===== src/rtl/voting_pkg.sv =====
// Shared encodings for the voting tally: decision-rule codes and session states.
// Mode 2'b11 is reserved and decodes as majority wherever the rule is applied.
package voting_pkg;

    localparam logic [1:0] MODE_MAJ  = 2'b00;
    localparam logic [1:0] MODE_UNAN = 2'b01;
    localparam logic [1:0] MODE_THR  = 2'b10;

    typedef enum logic [1:0] {
        IDLE    = 2'b00,
        COLLECT = 2'b01,
        DECIDE  = 2'b10,
        RESULT  = 2'b11
    } state_t;

endpackage


===== src/rtl/voting_popcount.sv =====
// Purpose: population count of a W-bit vector.
// Latency: combinational.
// Backpressure: none; pure function of the input.
module voting_popcount #(
    parameter int W = 3
) (
    input  logic [W-1:0]             vec,
    output logic [$clog2(W+1)-1:0]   cnt
);

    localparam int CW = $clog2(W+1);

    always_comb begin
        cnt = '0;
        for (int i = 0; i < W; i++) begin
            cnt = cnt + CW'(vec[i]);
        end
    end

endmodule


===== src/rtl/voting_tally.sv =====
// Purpose: one voting session at a time; tallies ballots, closes on completion or timeout, applies a rule.
// Latency: result_valid 2 cycles after the completing ballot edge, TIMEOUT_CYC+2 after start on timeout.
// Backpressure: result held until result_ack seen with result_valid; start ignored outside IDLE.
module voting_tally
    import voting_pkg::*;
#(
    parameter int N_VOTERS    = 3,
    parameter int TIMEOUT_CYC = 256,
    parameter int CNT_W       = $clog2(N_VOTERS+1)
) (
    input  logic                clk,
    input  logic                rst_n,
    input  logic                start,
    input  logic [1:0]          mode,
    input  logic [CNT_W-1:0]    threshold,
    input  logic [N_VOTERS-1:0] vote_valid,
    input  logic [N_VOTERS-1:0] vote_yes,
    input  logic                result_ack,
    output logic                busy,
    output logic                result_valid,
    output logic                passed,
    output logic                unanimous,
    output logic                timed_out,
    output logic [CNT_W-1:0]    yes_count,
    output logic [CNT_W-1:0]    no_count,
    output logic                dup_err
);

    localparam int TMR_W = (TIMEOUT_CYC > 2) ? $clog2(TIMEOUT_CYC) : 1;

    state_t              state;
    logic [N_VOTERS-1:0] voted;
    logic [1:0]          mode_q;
    logic [CNT_W-1:0]    thr_q;
    logic [TMR_W-1:0]    timer;

    logic [N_VOTERS-1:0] acc;
    logic [N_VOTERS-1:0] acc_yes;
    logic [N_VOTERS-1:0] acc_no;
    logic [CNT_W-1:0]    acc_yes_cnt;
    logic [CNT_W-1:0]    acc_no_cnt;
    logic                all_done;
    logic                timer_exp;
    logic                pass_d;

    // Only first ballots count; repeats are flagged but never tallied.
    assign acc       = vote_valid & ~voted;
    assign acc_yes   = acc & vote_yes;
    assign acc_no    = acc & ~vote_yes;
    assign all_done  = &(voted | acc);
    assign timer_exp = (timer == TMR_W'(TIMEOUT_CYC-1));
    assign busy      = (state != IDLE);

    voting_popcount #(.W(N_VOTERS)) u_pop_yes (.vec(acc_yes), .cnt(acc_yes_cnt));
    voting_popcount #(.W(N_VOTERS)) u_pop_no  (.vec(acc_no),  .cnt(acc_no_cnt));

    always_comb begin
        pass_d = 1'b0;
        case (mode_q)
            MODE_UNAN: pass_d = (yes_count == CNT_W'(N_VOTERS));
            MODE_THR:  pass_d = (yes_count >= thr_q);
            default:   pass_d = (yes_count > CNT_W'(N_VOTERS/2));
        endcase
    end

    always_ff @(posedge clk or negedge rst_n) begin
        if (!rst_n) begin
            state        <= IDLE;
            voted        <= '0;
            mode_q       <= MODE_MAJ;
            thr_q        <= '0;
            timer        <= '0;
            yes_count    <= '0;
            no_count     <= '0;
            result_valid <= 1'b0;
            passed       <= 1'b0;
            unanimous    <= 1'b0;
            timed_out    <= 1'b0;
            dup_err      <= 1'b0;
        end else begin
            dup_err <= 1'b0;
            case (state)
                IDLE: begin
                    if (start) begin
                        voted     <= '0;
                        yes_count <= '0;
                        no_count  <= '0;
                        timer     <= '0;
                        mode_q    <= mode;
                        thr_q     <= threshold;
                        passed    <= 1'b0;
                        unanimous <= 1'b0;
                        timed_out <= 1'b0;
                        state     <= COLLECT;
                    end
                end
                COLLECT: begin
                    voted     <= voted | acc;
                    yes_count <= yes_count + acc_yes_cnt;
                    no_count  <= no_count + acc_no_cnt;
                    timer     <= timer + 1'b1;
                    dup_err   <= |(vote_valid & voted);
                    // Completion outranks a timeout landing on the same cycle.
                    if (all_done) begin
                        timed_out <= 1'b0;
                        state     <= DECIDE;
                    end else if (timer_exp) begin
                        timed_out <= 1'b1;
                        state     <= DECIDE;
                    end
                end
                DECIDE: begin
                    passed    <= pass_d;
                    unanimous <= !timed_out &&
                                 ((yes_count == CNT_W'(N_VOTERS)) || (no_count == CNT_W'(N_VOTERS)));
                    state     <= RESULT;
                end
                default: begin
                    // result_valid trails entry to RESULT by one cycle; ack counts only once it is up.
                    if (result_valid && result_ack) begin
                        result_valid <= 1'b0;
                        state        <= IDLE;
                    end else begin
                        result_valid <= 1'b1;
                    end
                end
            endcase
        end
    end

endmodule

===== config.mk =====
export PLATFORM = sky130hd
export DESIGN_NAME = voting_tally
export DESIGN_NICKNAME = d
export VERILOG_FILES = /design/src/rtl/voting_pkg.sv /design/src/rtl/voting_popcount.sv /design/src/rtl/voting_tally.sv
export SDC_FILE = /design/constraint.sdc
export NUM_CORES = 1
export LEC_CHECK = 0
export CAP_MARGIN = 25
export CORE_MARGIN = 1.5
export CORE_UTILIZATION = 25
export CTS_CLUSTER_DIAMETER = 40
export DETAILED_ROUTE_END_ITERATION = 10
export MAX_ROUTING_LAYER = met4
export SKIP_CTS_REPAIR_TIMING = 1
export SLEW_MARGIN = 20
export SYNTH_ARGS = -nofsm -noshare
export SYNTH_HDL_FRONTEND = slang
export SYNTH_SLANG_ARGS = --single-unit
export TNS_END_PERCENT = 50

===== constraint.sdc =====
create_clock -name clk -period 2.4 [get_ports clk]
set_clock_uncertainty 0.15 [all_clocks]
set_input_delay 0.48 -clock clk [delete_from_list [all_inputs] [get_ports clk]]
set_output_delay 0.48 -clock clk [all_outputs]
set_load 0.05 [all_outputs]

==> summary.md <==
| Metric | Value |
|---|---|
| Status | complete, no violations |
| # clock sinks | 26 |
| Die area | a little under 7000 sq um |
| First-pass GRT wire length | between 5 and 6 mm |
| Post-DP HPWL | about 2.6 mm |
| Detailed Route WL | 3.40 mm |
| Num rows | 29 |
| Cell Area, Synth | 1610 sq um |
| Port Buf Inserts | 23 |
| Avg WL per Cell | ~13 um |
| Post-route setup slack | ~0.052 ns |
| Vias in the first global route | 1258 |
| Mux contribution to synthesized area | 0.0850 |
| Required time of the critical path | between 2 and 2.5 ns |
| Core Region | 6280 sq um |
| CTS clk-pin slew, worst paths | roughly 0.090 ns |
| Hold slack | about 0.36 ns |
| Post-synth net total | 188 |
| FF-to-FF Start | voted[2] |
| Startpoint types | flop |
| GR peak layer | met2 |
| Yosys warns | 0 |
| Clk root buf | clkbuf_8 |
| Compound-Gate Fraction of Synth Area | 0.144 |
| Hold depth | 1 |
| Flops & latches, synth | 26 |
| Largest net degree at the start of global routing | 27 |
| H-Tree Depth | 1 |
| CP endpoint kind | flop |
| Die Y | 83.1 um |
| Clock tree buffer depth | 2 |
| CTS tree | done |
| Global-route met2 utilization | 0.167 |
| DR pass1 iterations | 4 |
| Arrival @ worst endpoint | about 2.4 ns |
| Post-Synth XOR/XNOR Area | 0.0436 |
| Critical Path, Cell by Cell | or3b_4 -> fa_1 -> inv_1 -> ha_2 -> xnor2_2 -> nand4_1 -> o21ai_1 -> nor4_1 |
| Fin. Hold Viols | 0 |
| Via/cell ratio | 4.65 |
| Largest family of logic cells by synthesized area | simple AND/OR/NAND/NOR gates |
| Critical path's slowest cell | fa_1 |
| Gate Count Post-Synth | around 160 |
| Gpl congestion | 0.820 |
| Min Tclk post-route | between 2 and 2.5 ns |
| Met3 usage | 0.0159 |
| HP Start | thr_q[1] |
| Leak Pwr | a little over 0.9 nW |
| IO Pins | 24 |
| Total track usage | 0.104 |
| Register area | ~650 sq um |
| Setup CP Type | reg2reg |
| Post-Synth Simple-Gate Area | 0.162 |
| Final nets | 223 |
| Antenna violations before repair | 0 |
| Initial Utilization | 0.256 |
| Period utilisation layout | 0.978 |
| DP Worst Slack | -0.486 ns |
| Worst setup startpoint | voted[2] |
| DR vias | ~1.3k |
| Antenna-violating nets left | 0 |
| Setup violators final | 0 |
| Fmax | approximately 0.43 GHz |
| Global route total overflow | 0 |
| Layout cell share with drive strength beyond 1 | 0.165 |
| Clock Latency Late Sink | around 0.27 ns |
| CTS Buf Count | 3 |
| Slew HR | 0.659 |
| RSZ-0062 raised after global routing | true |
| EDFF count, synth | 0 |
| Die Span X | around 83 um |
| DR iter-0 viols | 63 |
| Worst Tran Pin Value | approximately 0.51 ns |
| Worst Hold Class | reg2reg |
| Pwr/cell area | 1170 nW/um^2 |
| Worst IR Drop VDD | between 0.0005 and 0.0006 V |
| Synthesized area per cell | roughly 10 sq um |
| Worst reg2reg path depth | 8 |
| Seq/Total Area, Yosys | 0.405 |
| Met1 Use GR | 0.139 |
| Fin. max-slew vios | 0 |
| Antenna diodes | 0 |
| # DRC | 0 |
| Distinct cells, synth | between 40 and 50 |
| Worst-path fanout max | 3 |
| Layout area overhead | 28.0% |
| Fillers | 651 |
| Top_reg_cell synth | dfrtp_1 |
| Post-synth ARST share | 1.00 |
| Adder-Cell Fraction of Synth Area | 0.111 |
| CP max stage delay | roughly 0.51 ns |
| Multi-input logic area | a little under 900 sq um |
| MaxCap Viol Count | 0 |
layout by cell type, fill, tap and decap left out, types with 2 or more instances in the layout:
cell and count:
o21ai_0 7, mux2i_1 4, nor2_1 16, nand4_1 4
xor2_1 3, nand2b_1 2, o221ai_1 2, fa_1 2
and3_1 2, nand3_1 5, a21oi_1 11, mux2_2 6
buf_4 13, dfrtp_1 26, nor4_1 2, xnor2_1 4
inv_1 12, ha_2 2, or3b_4 2, clkdlybuf4s50_1 18
ha_1 9, nor2b_1 2, dlymetal6s2s_1 4, a31oi_1 2
clkbuf_8 3, o21ai_1 3, nand2_1 6, nand3b_1 2
nor3_1 3
worst max-delay path: cells and delay by family (launching register included):
family	cells	cell delay [ns]
XOR/XNOR	1	0.13
AND/OR/NAND/NOR	3	0.74
buffers and inverters	1	0.05
AO/OA/AOI/OAI	1	0.07
adder cells (fa/ha/maj)	2	0.70
flip-flops	1	0.41
final timing paths:
check | endpoint | slack [ns]
min reg2reg | thr_q[1] | 0.36
max | no_count[1] | 0.05
min | thr_q[1] | 0.36
max in group asynchronous | voted[1] | 1.41
min in group asynchronous | timer[5] | 0.43
max reg2reg | no_count[1] | 0.05
where the power goes:
| part | internal, W | switching, W | total (W) | leakage (nW) |
|---|---|---|---|---|
| Clock | 0.000112 | 0.000134 | 0.000247 | 0.0216 |
| Sequential | 0.000594 | 0.000149 | 0.000743 | 0.333 |
| Combinational | 0.000638 | 0.000767 | 0.00140 | 0.568 |
| Total | 0.00134 | 0.00105 | 0.00239 | 0.923 |
metal layers:
layer / part of all wire / wire length (um) / vias to the layer above
li1: - / - / 636
met1: 0.51 / 1730 / 595
met2: 0.45 / 1540 / 25
met3: 0.027 / 92 / 5
met4: 0.011 / 36 / 0
met5: 0 / 0 / -
cell families after synthesis:
| group | after synthesis |
|---|---|
| simple gates | 49 |
| mux | 12 |
| fa+ha+maj | 13 |
| compound gates | 36 |
| xor+xnor | 8 |
| flops | 26 |
| buf+inv | 17 |
cell type report:
class / count / share of cell area
well taps: 77 / 0.0469
clock buffers: 3 / 0.0201
multi-input cells: 118 / 0.435
flip-flops and latches: 26 / 0.317
repair buffers: 35 / 0.160
inverters: 12 / 0.0219
per-stage QoR:
stage | cell area, sq um | setup TNS, ns | util | instances | power [W]
2_1_floorplan | 1610 | 0 | - | 161 | 0.00175
3_3_place_gp | 1980 | -1.43 | 0.315 | 267 | 0.00210
3_5_place_dp | 1980 | -1.47 | 0.315 | 267 | 0.00213
4_1_cts | 2020 | -0.444 | 0.322 | 270 | 0.00238
5_1_grt | 2050 | -0.0401 | 0.327 | 271 | 0.00262
6_report | 2050 | 0 | 0.327 | 271 | 0.00239
cells in the mapped netlist, types with 2 or more instances:
cell | count | area (sq um)
a21oi_1 | 11 | 55.1
a31oi_1 | 2 | 12.5
and3_1 | 2 | 12.5
buf_2 | 3 | 15.0
dfrtp_1 | 26 | 651
fa_1 | 2 | 40.0
ha_1 | 11 | 138
inv_1 | 12 | 45.0
mux2_2 | 6 | 67.6
mux2i_1 | 4 | 40.0
nand2_1 | 6 | 22.5
nand2b_1 | 2 | 12.5
nand3_1 | 5 | 25.0
nand3b_1 | 2 | 15.0
nand4_1 | 4 | 25.0
nor2_1 | 16 | 60.1
nor2b_1 | 2 | 12.5
nor3_1 | 3 | 15.0
nor4_1 | 2 | 12.5
o21ai_0 | 9 | 45.0
o221ai_1 | 2 | 17.5
or3b_2 | 2 | 17.5
xnor2_1 | 5 | 43.8
xor2_1 | 3 | 26.3
flip-flops by register name, indices dropped and copies added, names as in the netlist, 2 cells and up:
register and cells:
no_count 2, timer 8, state 2, yes_count 2, voted 3, mode_q 2, thr_q 2
No activity file was read; power rests on OpenSTA's default activity.
==> RTL change: new RTL, same settings <==
Encoding of `state_t`: now one-hot (4 bits for 4 states).
--- a/src/rtl/voting_pkg.sv
+++ b/src/rtl/voting_pkg.sv
@@ -6,11 +6,11 @@
     localparam logic [1:0] MODE_UNAN = 2'b01;
     localparam logic [1:0] MODE_THR  = 2'b10;
 
-    typedef enum logic [1:0] {
-        IDLE    = 2'b00,
-        COLLECT = 2'b01,
-        DECIDE  = 2'b10,
-        RESULT  = 2'b11
+    typedef enum logic [3:0] {
+        IDLE    = 4'b0001,
+        COLLECT = 4'b0010,
+        DECIDE  = 4'b0100,
+        RESULT  = 4'b1000
     } state_t;
 
 endpackage
Function: no difference found for any inputs over 10 cycles, from zero or initial values and one cycle with rst_n low; not proved beyond that.
==> RTL change against the unedited design <==
Global-route usage up 0.72 points. Total power down 6.8%. Setup slack better by 160 ps. Cell count down 1.8%. Final area down 4.8%. Routed wire length down 4.5%. Area after synthesis down 3.5%. Critical path depth unchanged. Non-clock buffer count down 5. Sequential cell count up 2. Maximum frequency up 7.3%. Die area down 3.4%. Via count down 0.79%. Critical path type unchanged. Highest routed layer unchanged.
==> RTL change: results (changes against the unedited design) <==
Routing
  • Via-to-Cell Ratio: 4.70 (+1.1%)
  • Drt total wl: 3250 um (-4.5%)
  • Detailed Route Iter0 Violations: 76 (+21%)
  • Drt pass-1 iters: 4 (unchanged)

Pwr
  • Int Pwr: 1.23 mW (-8.5%)
  • Worst vdd ir: 0.640 mV (+11%)
  • Pleak: 0.868 nW (-5.9%)

Clock network
  • Clock latency on the worst-skew pair: 280 ps
  • Clock buffer count from CTS: 3 (unchanged)
  • Worst-path clk slew: 90 ps (about the same)
  • Clk buf depth: 2 (unchanged)
  • CTS root buffer: clkbuf_8

Global routing
  • Total global-route track usage: 11.2% (+0.72 points)
  • Initial antenna violation count: 0 (unchanged)
  • First-pass GRT wire length: 5600 um (-4.0%)
  • Vias in the first global route: 1,206 (-4.1%)
  • Largest net degree at the start of global routing: 29 (+7.4%)

Final layout
  • Largest regs: timer x8, state x4, voted x3
  • Nets: 215 (-3.6%)
  • N_diodes: 0 (unchanged)
  • Share of cells above drive strength 1: 9.95% (-6.5 points)
  • FILL cells: 636 (-2.3%)

Place
  • Port Buf Inserts: 23 (unchanged)
  • GPL Wtd Cong: 0.806 (-1.7%)
  • DPL Wire Length: 2340 um (-8.7%)

Synthesis
  • Commonest cells in the netlist: dfrtp_1, nand2_1, o21ai_0
  • Synth top area cells: dfrtp_1, o21ai_0, ha_1
  • Post-synth cell types: 39 (-9.3%)
  • Synth Net Count: 187 (-0.53%)
  • Synth async-reset ratio: 100% (unchanged)
  • Register area share after synthesis: 45.3% (+4.8 points)

Outcome
  • Status: finished, final reports clean

Critical path
  • Worst-path maximum fanout: 4 (+1)
  • CP max stage cell: fa_1
  • Cell count of the worst reg-to-reg path: 8 (unchanged)
  • Slowest stage delay, CP: 510 ps (about the same)
  • Critical Path AT: 2240 ps (-130 ps)

Timing
  • Endpoints failing setup: 0 (unchanged)
  • Relative slew slack: 66.6% (+0.76 points)
==> RTL change: cell count changes after synthesis, sizes merged, moves of 4 or more <==
cell,delta
mux2,-7
nand2,+15
ha,-4
xnor2,-4
o31ai,+4
mux2i,-4
nor2,-6
o21ai,+9
==> RTL change: final cells by class <==
type / instances / area share, %
multi-input combinational: 118 / 39.6
sequential: 28 / 35.9
timing repair buffer: 30 / 14.8
tap: 75 / 4.80
clock buffer: 4 / 2.81
inverter: 11 / 2.11
==> RTL change: critical path: cells and delay by family, from the launching register on <==
| family | cells | cell delay [ps] |
|---|---|---|
| buffers and inverters | 2 | 190 |
| DFF | 1 | 390 |
| adders and majority gates | 2 | 700 |
| xor gates and xnor gates | 1 | 140 |
| AOI/OAI and AO/OA | 1 | 80 |
| and+or+nand+nor | 2 | 480 |
==> RTL change: logic make-up after synthesis <==
logic type | after synthesis | synth area share [%]
buffers and inverters | 18 | 5.65
adder cells (fa/ha/maj) | 9 | 8.24
AND/OR/NAND/NOR | 58 | 20.6
multiplexers | 1 | 0.646
XOR/XNOR | 3 | 1.70
AO/OA/AOI/OAI | 47 | 17.9
flip-flops | 28 | 45.3
==> RTL change: final timing paths <==
| kind | start | endpoint | slack [ps] |
|---|---|---|---|
| hold / removal | timer[7] | timer[7] | 330 |
| max in group asynchronous | rst_n | state[0] | 1370 |
| setup / recovery | voted[0] | yes_count[1] | 210 |
| setup reg to reg | voted[0] | yes_count[1] | 210 |
| hold reg to reg | timer[7] | timer[7] | 330 |
| min in group asynchronous | rst_n | result_valid | 430 |
==> RTL change: power by group through the flow <==
stage	logic (mW)	registers, mW	clock network (mW)
floorplan	0.716	0.910	0
global placement	1.07	0.843	0
detailed placement	1.08	0.847	0
CTS	1.09	0.838	0.309
global route	1.22	0.871	0.329
finish	1.09	0.841	0.297
==> RTL change: per-layer routing <==
metal	part of all wire, %	wire, um	vias up	track usage (%)
met5	0	0	-	-
met4	1.3	42	0	2.88
met3	3.8	122	4	2.44
met2	45	1470	22	17.3
met1	50	1620	584	14.8
li1	-	-	641	-
==> RTL change: metrics by stage <==
stage               std cells  hold slack [ps]  cell area (um2)  worst slack (ps)
finish                    266              331             1960               212
global route              266              387             1960              90.2
CTS                       265              338             1920              -201
detailed placement        261              324             1870              -500
global placement          261              313             1870              -465
floorplan                 164             34.4             1550              44.2
